File: config.mk
export PLATFORM = sky130hd
export DESIGN_NAME = note_sequencer
export DESIGN_NICKNAME = d
export VERILOG_FILES = /design/src/rtl/note_sequencer_pkg.sv /design/src/rtl/note_sequencer.sv
export SDC_FILE = /design/constraint.sdc
export NUM_CORES = 1
export LEC_CHECK = 0
export ABC_CLOCK_PERIOD_IN_PS = 3270
export CAP_MARGIN = 20
export CORE_ASPECT_RATIO = 1.2
export CORE_MARGIN = 5
export CORE_UTILIZATION = 40
export CTS_BUF_LIST = sky130_fd_sc_hd__clkbuf_16
export DETAILED_ROUTE_END_ITERATION = 16
export PLACE_DENSITY = 0.75
export SYNTH_ARGS = -nofsm -noshare
export SYNTH_HDL_FRONTEND = slang
export SYNTH_SLANG_ARGS = --single-unit
File: constraint.sdc
create_clock -name clk -period 3.27 [get_ports clk]
set_input_delay 0.654 -clock clk [delete_from_list [all_inputs] [get_ports clk]]
set_output_delay 0.654 -clock clk [all_outputs]
set_load 0.01 [all_outputs]
File: src/rtl/note_sequencer_pkg.sv
// Shared widths, state encoding and ROM-word helpers for the song sequencer.
// The note and duration widths match the note timer that consumes them.
package note_sequencer_pkg;

    localparam int NOTE_W          = 6;
    localparam int DUR_W           = 6;
    localparam int SONG_BITS       = 2;
    localparam int INDEX_BITS      = 5;
    localparam int DEF_ROM_LATENCY = 1;
    localparam int ADDR_W          = SONG_BITS + INDEX_BITS;
    localparam int DATA_W          = NOTE_W + DUR_W;

    localparam logic [DATA_W-1:0]     SEQ_END_MARKER = {DATA_W{1'b0}};
    localparam logic [INDEX_BITS-1:0] LAST_INDEX     = {INDEX_BITS{1'b1}};

    typedef enum logic [2:0] {
        ST_IDLE   = 3'd0,
        ST_FETCH  = 3'd1,
        ST_DECODE = 3'd2,
        ST_ISSUE  = 3'd3,
        ST_WAIT   = 3'd4
    } seq_state_e;

    function automatic logic is_end_marker(input logic [DATA_W-1:0] word);
        return (word == SEQ_END_MARKER);
    endfunction

    function automatic logic [NOTE_W-1:0] word_note(input logic [DATA_W-1:0] word);
        return word[DATA_W-1:DUR_W];
    endfunction

    function automatic logic [DUR_W-1:0] word_duration(input logic [DATA_W-1:0] word);
        return word[DUR_W-1:0];
    endfunction

endpackage

File: src/rtl/note_sequencer.sv
// Walks one song of the external ROM, issuing each {note, duration} to the note timer
// and waiting for its end-of-note flag before fetching the next entry.
module note_sequencer
    import note_sequencer_pkg::*;
#(
    parameter int ROM_LATENCY = DEF_ROM_LATENCY
) (
    input  logic                  clk,
    input  logic                  reset,
    input  logic                  play,
    input  logic                  restart,
    input  logic [SONG_BITS-1:0]  song,
    input  logic                  note_done,
    output logic [ADDR_W-1:0]     rom_addr,
    input  logic [DATA_W-1:0]     rom_data,
    output logic                  new_note,
    output logic [NOTE_W-1:0]     note,
    output logic [DUR_W-1:0]      duration,
    output logic                  song_done,
    output logic                  busy
);

    localparam int              LAT_W    = (ROM_LATENCY > 1) ? $clog2(ROM_LATENCY) : 1;
    localparam logic [LAT_W-1:0] LAT_INIT = LAT_W'(ROM_LATENCY - 1);

    seq_state_e              state_q, state_d;
    logic [SONG_BITS-1:0]    song_q, song_d;
    logic [INDEX_BITS-1:0]   index_q, index_d;
    logic [LAT_W-1:0]        lat_q, lat_d;
    logic [NOTE_W-1:0]       note_q, note_d;
    logic [DUR_W-1:0]        duration_q, duration_d;
    logic                    new_note_q, new_note_d;
    logic                    song_done_q, song_done_d;
    logic                    busy_q, busy_d;

    // Restart overrides everything; pulses are only ever raised on the transition into ISSUE/IDLE.
    always_comb begin
        state_d     = state_q;
        song_d      = song_q;
        index_d     = index_q;
        lat_d       = lat_q;
        note_d      = note_q;
        duration_d  = duration_q;
        new_note_d  = 1'b0;
        song_done_d = 1'b0;

        if (restart) begin
            state_d = ST_IDLE;
            index_d = {INDEX_BITS{1'b0}};
        end else begin
            case (state_q)
                ST_IDLE: begin
                    if (play) begin
                        state_d = ST_FETCH;
                        song_d  = song;
                        index_d = {INDEX_BITS{1'b0}};
                        lat_d   = LAT_INIT;
                    end else begin
                        state_d = ST_IDLE;
                    end
                end
                ST_FETCH: begin
                    if (lat_q == {LAT_W{1'b0}}) begin
                        state_d = ST_DECODE;
                    end else begin
                        lat_d = lat_q - LAT_W'(1);
                    end
                end
                ST_DECODE: begin
                    if (is_end_marker(rom_data)) begin
                        state_d     = ST_IDLE;
                        index_d     = {INDEX_BITS{1'b0}};
                        song_done_d = 1'b1;
                    end else begin
                        state_d    = ST_ISSUE;
                        note_d     = word_note(rom_data);
                        duration_d = word_duration(rom_data);
                        new_note_d = 1'b1;
                    end
                end
                ST_ISSUE: begin
                    state_d = ST_WAIT;
                end
                ST_WAIT: begin
                    // A last-slot note ends the song instead of wrapping the index.
                    if (note_done && play) begin
                        if (index_q == LAST_INDEX) begin
                            state_d     = ST_IDLE;
                            index_d     = {INDEX_BITS{1'b0}};
                            song_done_d = 1'b1;
                        end else begin
                            state_d = ST_FETCH;
                            index_d = index_q + INDEX_BITS'(1);
                            lat_d   = LAT_INIT;
                        end
                    end else begin
                        state_d = ST_WAIT;
                    end
                end
                default: begin
                    state_d = ST_IDLE;
                    index_d = {INDEX_BITS{1'b0}};
                end
            endcase
        end

        busy_d = (state_d != ST_IDLE);
    end

    // State and output registers.
    always_ff @(posedge clk or posedge reset) begin
        if (reset) begin
            state_q     <= ST_IDLE;
            song_q      <= {SONG_BITS{1'b0}};
            index_q     <= {INDEX_BITS{1'b0}};
            lat_q       <= {LAT_W{1'b0}};
            note_q      <= {NOTE_W{1'b0}};
            duration_q  <= {DUR_W{1'b0}};
            new_note_q  <= 1'b0;
            song_done_q <= 1'b0;
            busy_q      <= 1'b0;
        end else begin
            state_q     <= state_d;
            song_q      <= song_d;
            index_q     <= index_d;
            lat_q       <= lat_d;
            note_q      <= note_d;
            duration_q  <= duration_d;
            new_note_q  <= new_note_d;
            song_done_q <= song_done_d;
            busy_q      <= busy_d;
        end
    end

    assign rom_addr  = {song_q, index_q};
    assign new_note  = new_note_q;
    assign note      = note_q;
    assign duration  = duration_q;
    assign song_done = song_done_q;
    assign busy      = busy_q;

endmodule

# == After elaboration in Yosys (flattened, before gate mapping) ==
# Cells that the tools add are included.
# W data, S select, Z words.
# totals
reg_bits,26
latchBits,0
mem_bits_rw,0
mem_bits_ro,0
in_bits,19
output_inout_bits,22
elab_cells,61
n_memories,0
# classes
addsub,2
n_mul,0
n_div,0
order_cmp,0
n_eq_ne,12
n_shift,0
mux,26
bitwise,2
reduce_logical,10
# ops
cell,n
$mux W5,5
$pmux W5 S4,1
$pmux W3 S5,1
$mux W1,13
$logic_not A12 Y1,1
$mux W3,3
$ne A3 B3 Y1 const B,3
$eq A3 B2 Y1 const B,2
$ne A2 B2 Y1 const B,3
$reduce_and A3 Y1,2
$reduce_bool A3 Y1,2
$add A5 B1 Y5 const B,1
$eq A5 B5 Y1 const B,1
$reduce_and A5 Y1,1
$reduce_and A4 Y1,1
$eq A3 B1 Y1 const B,1
$eq A3 B3 Y1 const B,1
$logic_not A3 Y1,1
$pmux W1 S3,1
$mux W2,1
$ne A2 B1 Y1 const B,1
$not A1 Y1,2
$pmux W1 S2,1
$reduce_or A2 Y1,1
2 further kinds,2

# == Logic depth before layout (Yosys ltp) ==
# Gate-level depths: netlist (run 1).
# logic_depth
ltp_word,6
depth_mapped,6
depth_no_buf,6

# == Worst setup path before layout (run 1) ==
# OpenSTA, ideal clock, no wires.
# synth_path
path_type,input port to flip-flop
startpoint,input port rom_data[7]
endpoint,register duration_q[0] (netlist: duration[0])
setup_time_ns,0.125
arrival_ns,1.745
slack_ns,1.400
cell_stages,5
n_path_buf,0
path_cell_list,nor4_1 nand3_1 nand2_4 inv_4 mux2_4
# synth_via
elab_chain_cells,3
# synth_lines
element,line,text
from (decl),note_sequencer.sv:15,"input logic [DATA_W-1:0] rom_data,"
$logic_not A12 Y1,note_sequencer_pkg.sv:25,return (word == SEQ_END_MARKER);
$not A1 Y1 (no line),--,
$reduce_and A3 Y1 (no line),--,
to (signal assigned),note_sequencer.sv:118,duration_q <= {DUR_W{1'b0}};
to (signal assigned),note_sequencer.sv:128,duration_q <= duration_d;
to (decl),note_sequencer.sv:31,"logic [DUR_W-1:0] duration_q, duration_d;"
# No other way between the ends.
# A chain may end at the register's enable or synchronous reset.

# == Final worst setup path (run 1) ==
# layout_path
startpoint,input port rom_data[11]
endpoint,register index_q[2]
# layout_via
elab_chain_cells,3
# layout_lines
element,line,text
$logic_not A12 Y1,note_sequencer_pkg.sv:25,
$ne A3 B3 Y1 (no line),--,
$reduce_and A4 Y1 (no line),--,
to (signal assigned),note_sequencer.sv:115,index_q <= {INDEX_BITS{1'b0}};
to (signal assigned),note_sequencer.sv:125,index_q <= index_d;
to (decl),note_sequencer.sv:28,"logic [INDEX_BITS-1:0] index_q, index_d;"
# No other way between the ends.

==> results of run 1 <==
## metal layers
layer  wire length, um  vias up  track usage  share of wire
li1                  -      451            -              -
met1              1160      448        0.179           0.44
met2              1240       35        0.213           0.48
met3               189        2       0.0372          0.073
met4                11        0       0.0320         0.0042
met5                 0        -            0              0
## where the power goes
part / leakage (nW) / total (mW) / switching (mW) / internal (mW)
clock network: 0.0409 / 0.269 / 0.105 / 0.165
logic: 0.368 / 0.366 / 0.131 / 0.234
registers: 0.319 / 0.441 / 0.0493 / 0.392
## worst reg2reg max path, cell delays in order (launching register included)
cell,delay (ps)
dfrtp_1,470
or3b_4,460
nor2_4,170
nand2_4,130
inv_4,110
mux2_4,300
## synthesized netlist by cell type, drive strengths merged
master	instances
a31oi	4
o21a	1
o221ai	2
inv	9
a21oi	1
and3	1
or2b	1
dfrtp	25
o21ai	4
or4	1
nand3	5
mux2i	2
o22a	1
nor2b	2
or3	1
ha	2
nor4	3
nand4	1
or4b	1
mux2	10
nand2	8
or3b	1
nor2	7
nor3	1
o31ai	1
a22o	4
buf	2
## how the worst min path moves through the flow
| stage | startpoint | endpoint | slack [ps] | cells past startpoint |
|---|---|---|---|---|
| 6_report | duration[4]$_DFFE_PP0P_ | duration[4]$_DFFE_PP0P_ | 510 | 1 |
| 5_1_grt | note[4]$_DFFE_PP0P_ | note[4]$_DFFE_PP0P_ | 530 | 1 |
| 4_1_cts | duration[4]$_DFFE_PP0P_ | duration[4]$_DFFE_PP0P_ | 510 | 1 |
| 3_5_place_dp | duration[4]$_DFFE_PP0P_ | duration[4]$_DFFE_PP0P_ | 490 | 1 |
| 3_3_place_gp | song_q[0]$_DFFE_PP0P_ | song_q[0]$_DFFE_PP0P_ | 490 | 1 |
| 2_1_floorplan | state_q[2]$_DFF_PP0_ | state_q[1]$_DFF_PP0_ | 520 | 2 |
## logic make-up (layout without fill, tap and decap cells)
group                    Yosys count  after routing  synth area share
AND/OR/NAND/NOR                   33             33             0.164
flip-flops                        25             25             0.531
AO/OA/AOI/OAI                     18             18             0.112
multiplexers                      12             12             0.122
adder cells (fa/ha/maj)            2              2            0.0213
buffers and inverters             11             54            0.0499
## layout make-up
cell class | instances | area, um2 | area share
flip-flops and latches | 25 | 626 | 0.367
multi-input cells | 65 | 493 | 0.289
repair buffers | 41 | 428 | 0.251
clock buffers | 3 | 75.1 | 0.0440
well taps | 34 | 42.5 | 0.0249
inverters | 9 | 36.3 | 0.0213
clock inverters | 1 | 5.00 | 0.00293
## through the flow
stage | instance area, um2 | power, mW | hold WS, ps | util
after CTS | 1680 | 1.09 | 509 | 0.597
final | 1710 | 1.08 | 505 | 0.607
after global placement | 1600 | 0.807 | 487 | 0.568
after floorplan | 1180 | 0.596 | 518 | -
after detailed placement | 1600 | 0.808 | 486 | 0.568
after global routing | 1710 | 1.13 | 532 | 0.607
## sequential cells by signal (all words and copies together), names as in the netlist
signal     flops
busy           1
note           6
song_q         2
index_q        5
song_done      1
state_q        3
new_note       1
duration       6
==> metrics.md, run 1 <==
| Metric | Value |
|---|---|
| I/O Buffers | `40` |
| Maxcap violations | `0` |
| Number of cells on the worst reg-to-reg path | `5` |
| Final setup vio count | `0` |
| Leading post-synthesis cells by cell area | `dfrtp_1, mux2_2, mux2_4, a22o_1, inv_1` |
| Crit-path slowest cell | `nor4_1` |
| Core Area | `around 2800 um2` |
| Largest area contributor in the netlist | `dfrtp_1` |
| Max Slew Vio Count | `0` |
| HP Class | `flip-flop to flip-flop` |
| Crit path buf inv count | `1` |
| Clock latency on the worst-skew pair | `around 250 ps` |
| ANT nets after route | `0` |
| Initial Util | `0.419` |
| Die height | `between 60 and 70 um` |
| FF+latch count, synth | `25` |
| Most frequent cells in the layout | `clkdlybuf4s50_1, dfrtp_1, inv_1` |
| Leakage | `roughly 0.73 nW` |
| Netlist cell types | `31` |
| Max-Slew Margin vs Limit | `0.651` |
| Worst path arrival time | `2390 ps` |
| GP Congestion | `roughly 0.73` |
| Slowest stage delay, CP | `around 500 ps` |
| Clk slew on worst S/H paths | `~60 ps` |
| Row count | `21` |
| Crit path to | `index_q[2]$_DFFE_PP0P_` |
| Fmax | `between 400 and 500 MHz` |
| Syn Area/Cell | `about 12 um2` |
| Worst slew pin tran | `between 500 and 600 ps` |
| IO Pins | `just over 40` |
| Post-route DRC | `0` |
| Setup TNS | `0 ps` |
| Final Hold Fails | `0` |
| Setup WS pre-CTS | `around 740 ps` |
| Reg2reg start | `state_q[2]$_DFF_PP0_` |
| Layout filler cell count | `216` |
| Router iterations before antenna repair | `4` |
| Crit end category | `flip-flop` |
| H-tree depth | `1` |
| Mapped cell area | `about 1200 um2` |
| Seq/Total Area, Yosys | `0.531` |
| Global route overflow | `0` |
| Maximum VDD drop | `approximately 520 uV` |
| Pwr/cell area | `631 nW/um2` |
| Die Wd | `~60 um` |
| Pin count of the biggest net entering global routing | `26` |
| HPWL after DPL | `1980 um` |
| Cts repair resizes | `0` |
| Vias | `~940` |
| Status | `complete, no violations` |
| Post-Place Cells | `about 170` |
| Drt total wl | `~2600 um` |
| Layout cell share with drive strength beyond 1 | `0.153` |
| Critical path type | `input pin to flip-flop` |
| Clock Skew | `around 2.5 ps` |
| Finished Layout Cells | `approximately 180` |
| Global-route wire length before repair | `between 4000 and 5000 um` |
| Net count of the mapped netlist | `between 100 and 150` |
| Syn-to-layout area delta | `44.8%` |
| Initial antenna violation count | `0` |
| Via/cell ratio | `5.26` |
| FF-to-FF setup slack | `between 1500 and 2000 ps` |
| Die area | `roughly 4100 um2` |
| Crit path time final | `approximately 2300 ps` |
| Startpoint type of the worst setup path | `input pin` |
| TritonCTS clock tree | `built` |
| CTS sink count | `25` |
| Cts hold-fix bufs | `0` |
| Fin crit share | `0.693` |
| Post-CTS Setup Bufs | `0` |
| Post-route setup slack | `around 1000 ps` |
| Number of CTS-inserted buffers | `3` |
| Leading cell type in the layout, fill and taps excluded | `clkdlybuf4s50_1` |
| Vias in the first global route | `just under 1k` |
| Total GRT Usage | `0.134` |
| Final nets | `between 150 and 200` |
| Number of DRC markers in iteration 0 | `18` |
| Critical Path RT | `about 3400 ps` |
| Worst path cell trace | `clkdlybuf4s50_1 -> nor4_1 -> a31oi_1 -> o31ai_2 -> o221ai_1` |
| Syn Inst Count | `101` |
| WP depth | `5` |
| Crit-path max FO | `5` |
| Crit path from | `rom_data[11]` |
| CTS root buf | `clkbuf_16` |
| Top-area cell type share of the netlist area | `0.531` |
| Delay-heaviest family, CP | `compound AO/OA/AOI/OAI gates` |
| Longest Clk Path Bufs | `2` |
| RSZ-0062 raised after global routing | `no` |
| Drt wl/cell | `14.6 um` |
| Reg-to-Reg End | `duration[0]$_DFFE_PP0P_` |
| ANT cells | `0` |
| Yosys warning count | `0` |
(Power assumes the default switching activity.)
==> inputs of run 2 (changes only) <==
--- a/config.mk
+++ b/config.mk
@@ -5,14 +5,14 @@
 export SDC_FILE = /design/constraint.sdc
 export NUM_CORES = 1
 export LEC_CHECK = 0
-export ABC_CLOCK_PERIOD_IN_PS = 3270
+export ABC_CLOCK_PERIOD_IN_PS = 1840
 export CAP_MARGIN = 20
 export CORE_ASPECT_RATIO = 1.2
 export CORE_MARGIN = 5
 export CORE_UTILIZATION = 40
 export CTS_BUF_LIST = sky130_fd_sc_hd__clkbuf_16
 export DETAILED_ROUTE_END_ITERATION = 16
-export PLACE_DENSITY = 0.75
+export PLACE_DENSITY = 0.78
 export SYNTH_ARGS = -nofsm -noshare
 export SYNTH_HDL_FRONTEND = slang
 export SYNTH_SLANG_ARGS = --single-unit
==> constraint.sdc (replaced) <==
create_clock -name clk -period 1.84 [get_ports clk]
set_input_delay 0.368 -clock clk [delete_from_list [all_inputs] [get_ports clk]]
set_output_delay 0.368 -clock clk [all_outputs]
set_load 0.01 [all_outputs]
==> run 2 against run 1 <==
Clock power increased by 72%. Non-clock buffer count increased by 17. Die area unchanged. Combinational power increased by 88%. First-iteration DRC count decreased by 11%. Critical path depth increased by 2. Sequential power increased by 77%. Wire length increased by 9.3%. Design area increased by 7.3%. Clock skew increased by 1.2 ps. Critical endpoint is now note[5]$_DFFE_PP0P_.
==> metrics.md, run 2 (same netlist as run 1, synthesis figures left out) <==
| Metric | Value |
|---|---|
| Maxcap violations | `0` |
| Vias in the first global route | `approximately 1.1k` |
| RSZ-0062 raised after global routing | `yes` |
| Crit end category | `flip-flop` |
| Fmax | `about 570 MHz` |
| Pint | `1.43 mW` |
| Setup WS pre-CTS | `-223 ps` |
| Final setup vio count | `0` |
| Worst path arrival time | `about 1900 ps` |
| Clock Skew | `3.69 ps` |
| Pwr/cell area | `1060 nW/um2` |
| Pin count of the biggest net entering global routing | `26` |
| Critical Path RT | `1980 ps` |
| Total GRT Usage | `0.151` |
| Most frequent cells in the layout | `clkdlybuf4s50_1, dfrtp_1, buf_4` |
| CTS root buf | `clkbuf_16` |
| Layout cell share with drive strength beyond 1 | `0.255` |
| Status | `complete, no violations` |
| Switching Share | `0.262` |
| Crit-path max FO | `7` |
| Final Util | `0.651` |
| Fin crit share | `0.947` |
| ANT cells | `0` |
| Leading cell type in the layout, fill and taps excluded | `clkdlybuf4s50_1` |
| Number of DRC markers in iteration 0 | `16` |
| Router iterations before antenna repair | `4` |
| I/O Buffers | `40` |
| Global-route wire length before repair | `approximately 4900 um` |
| Initial antenna violation count | `0` |
| HP Class | `input pin to asynchronous set/reset pin` |
| Max Slew Vio Count | `0` |
| Initial Util | `0.419` |
| Global route overflow | `0` |
| CTS sink count | `25` |
| Critical path type | `input pin to flip-flop` |
| Drt total wl | `about 2800 um` |
| Worst slew pin tran | `around 320 ps` |
| HPWL after DPL | `2270 um` |
| Post-CTS Setup Bufs | `0` |
| Post-route DRC | `0` |
| Post-route setup slack | `97.1 ps` |
| Number of CTS-inserted buffers | `3` |
| Setup TNS | `0 ps` |
| Reg power frac | `0.404` |
| Power share of the combinational group | `0.356` |
| FF-to-FF setup slack | `~110 ps` |
| TritonCTS clock tree | `built` |
| Maximum VDD drop | `slightly above 700 uV` |
| IO Pins | `41` |
| Total design power | `between 1.5 and 2 mW` |
| Finished Layout Cells | `195` |
| ANT nets after route | `0` |
| Core Area | `2810 um2` |
| Max-Slew Margin vs Limit | `0.786` |
| Startpoint type of the worst setup path | `input pin` |
| Vias | `980` |
| Via/cell ratio | `5.03` |
| Longest Clk Path Bufs | `2` |
| Crit path time final | `approximately 1700 ps` |
| Drt wl/cell | `~15 um` |
| Syn-to-layout area delta | `55.5%` |
| Die Wd | `about 60 um` |
| Final nets | `~180` |
| Leakage | `0.806 nW` |
| NetSw | `around 510 uW` |
| Die height | `69.4 um` |
| H-tree depth | `1` |
| Die area | `between 4000 and 5000 um2` |
| Row count | `21` |
| Clock latency on the worst-skew pair | `about 250 ps` |
| Post-Place Cells | `191` |
| Final Hold Fails | `0` |
| Clk pwr share | `0.240` |
| GP Congestion | `approximately 0.82` |
| Clk slew on worst S/H paths | `~60 ps` |
run 2: final timing paths:
kind,start,to,cells after the start
setup / recovery,rom_data[6],note[5]$_DFFE_PP0P_,7
hold / removal,reset,busy$_DFF_PP0_,3
setup reg to reg,index_q[0]$_DFFE_PP0P_,index_q[2]$_DFFE_PP0P_,5
hold reg to reg,duration[4]$_DFFE_PP0P_,duration[4]$_DFFE_PP0P_,1
max in group asynchronous,reset,duration[0]$_DFFE_PP0P_,3
min in group clk,duration[4]$_DFFE_PP0P_,duration[4]$_DFFE_PP0P_,1
run 2: per-stage QoR:
step	hold slack [ps]	instance area [um2]
finish	464	1830
global route	500	1830
CTS	471	1820
detailed placement	482	1730
global placement	489	1730
floorplan	395	1180
run 2: area by class of cell:
cell class / instances / area, um2
fillers: 225 / 981
flip-flops and latches: 25 / 626
repair buffers: 58 / 536
multi-input cells: 65 / 512
clock buffers: 3 / 75.1
well taps: 34 / 42.5
inverters: 9 / 36.3
clock inverters: 1 / 3.75
run 2: what timing repair did:
action | CTS | global route
setup endpoints to repair | 1 | 15
hold buffers | 0 | 0
pin swaps | 0 | 1
gates resized for setup | 1 | 2
run 2: metal layers:
metal / track usage / vias up / share of wire
met2: 0.283 / 33 / 0.56
met3: 0.0428 / 2 / 0.069
met1: 0.151 / 463 / 0.36
li1: - / 482 / -
met5: 0 / - / 0
met4: 0.0517 / 0 / 0.0039
run 2: critical path, stage by stage:
cell	delay [ps]
clkdlybuf4s50_1	450
nor4_2	270
buf_4	160
nand3_1	130
nand2_4	150
inv_4	60
mux2_4	290
run 2: power groups by stage:
stage / registers [mW] / logic [mW] / clock network, mW
after detailed placement: 0.787 / 0.693 / 0
after global routing: 0.802 / 0.737 / 0.494
after CTS: 0.783 / 0.699 / 0.474
after floorplan: 0.848 / 0.212 / 0
final: 0.781 / 0.689 / 0.463
after global placement: 0.787 / 0.670 / 0
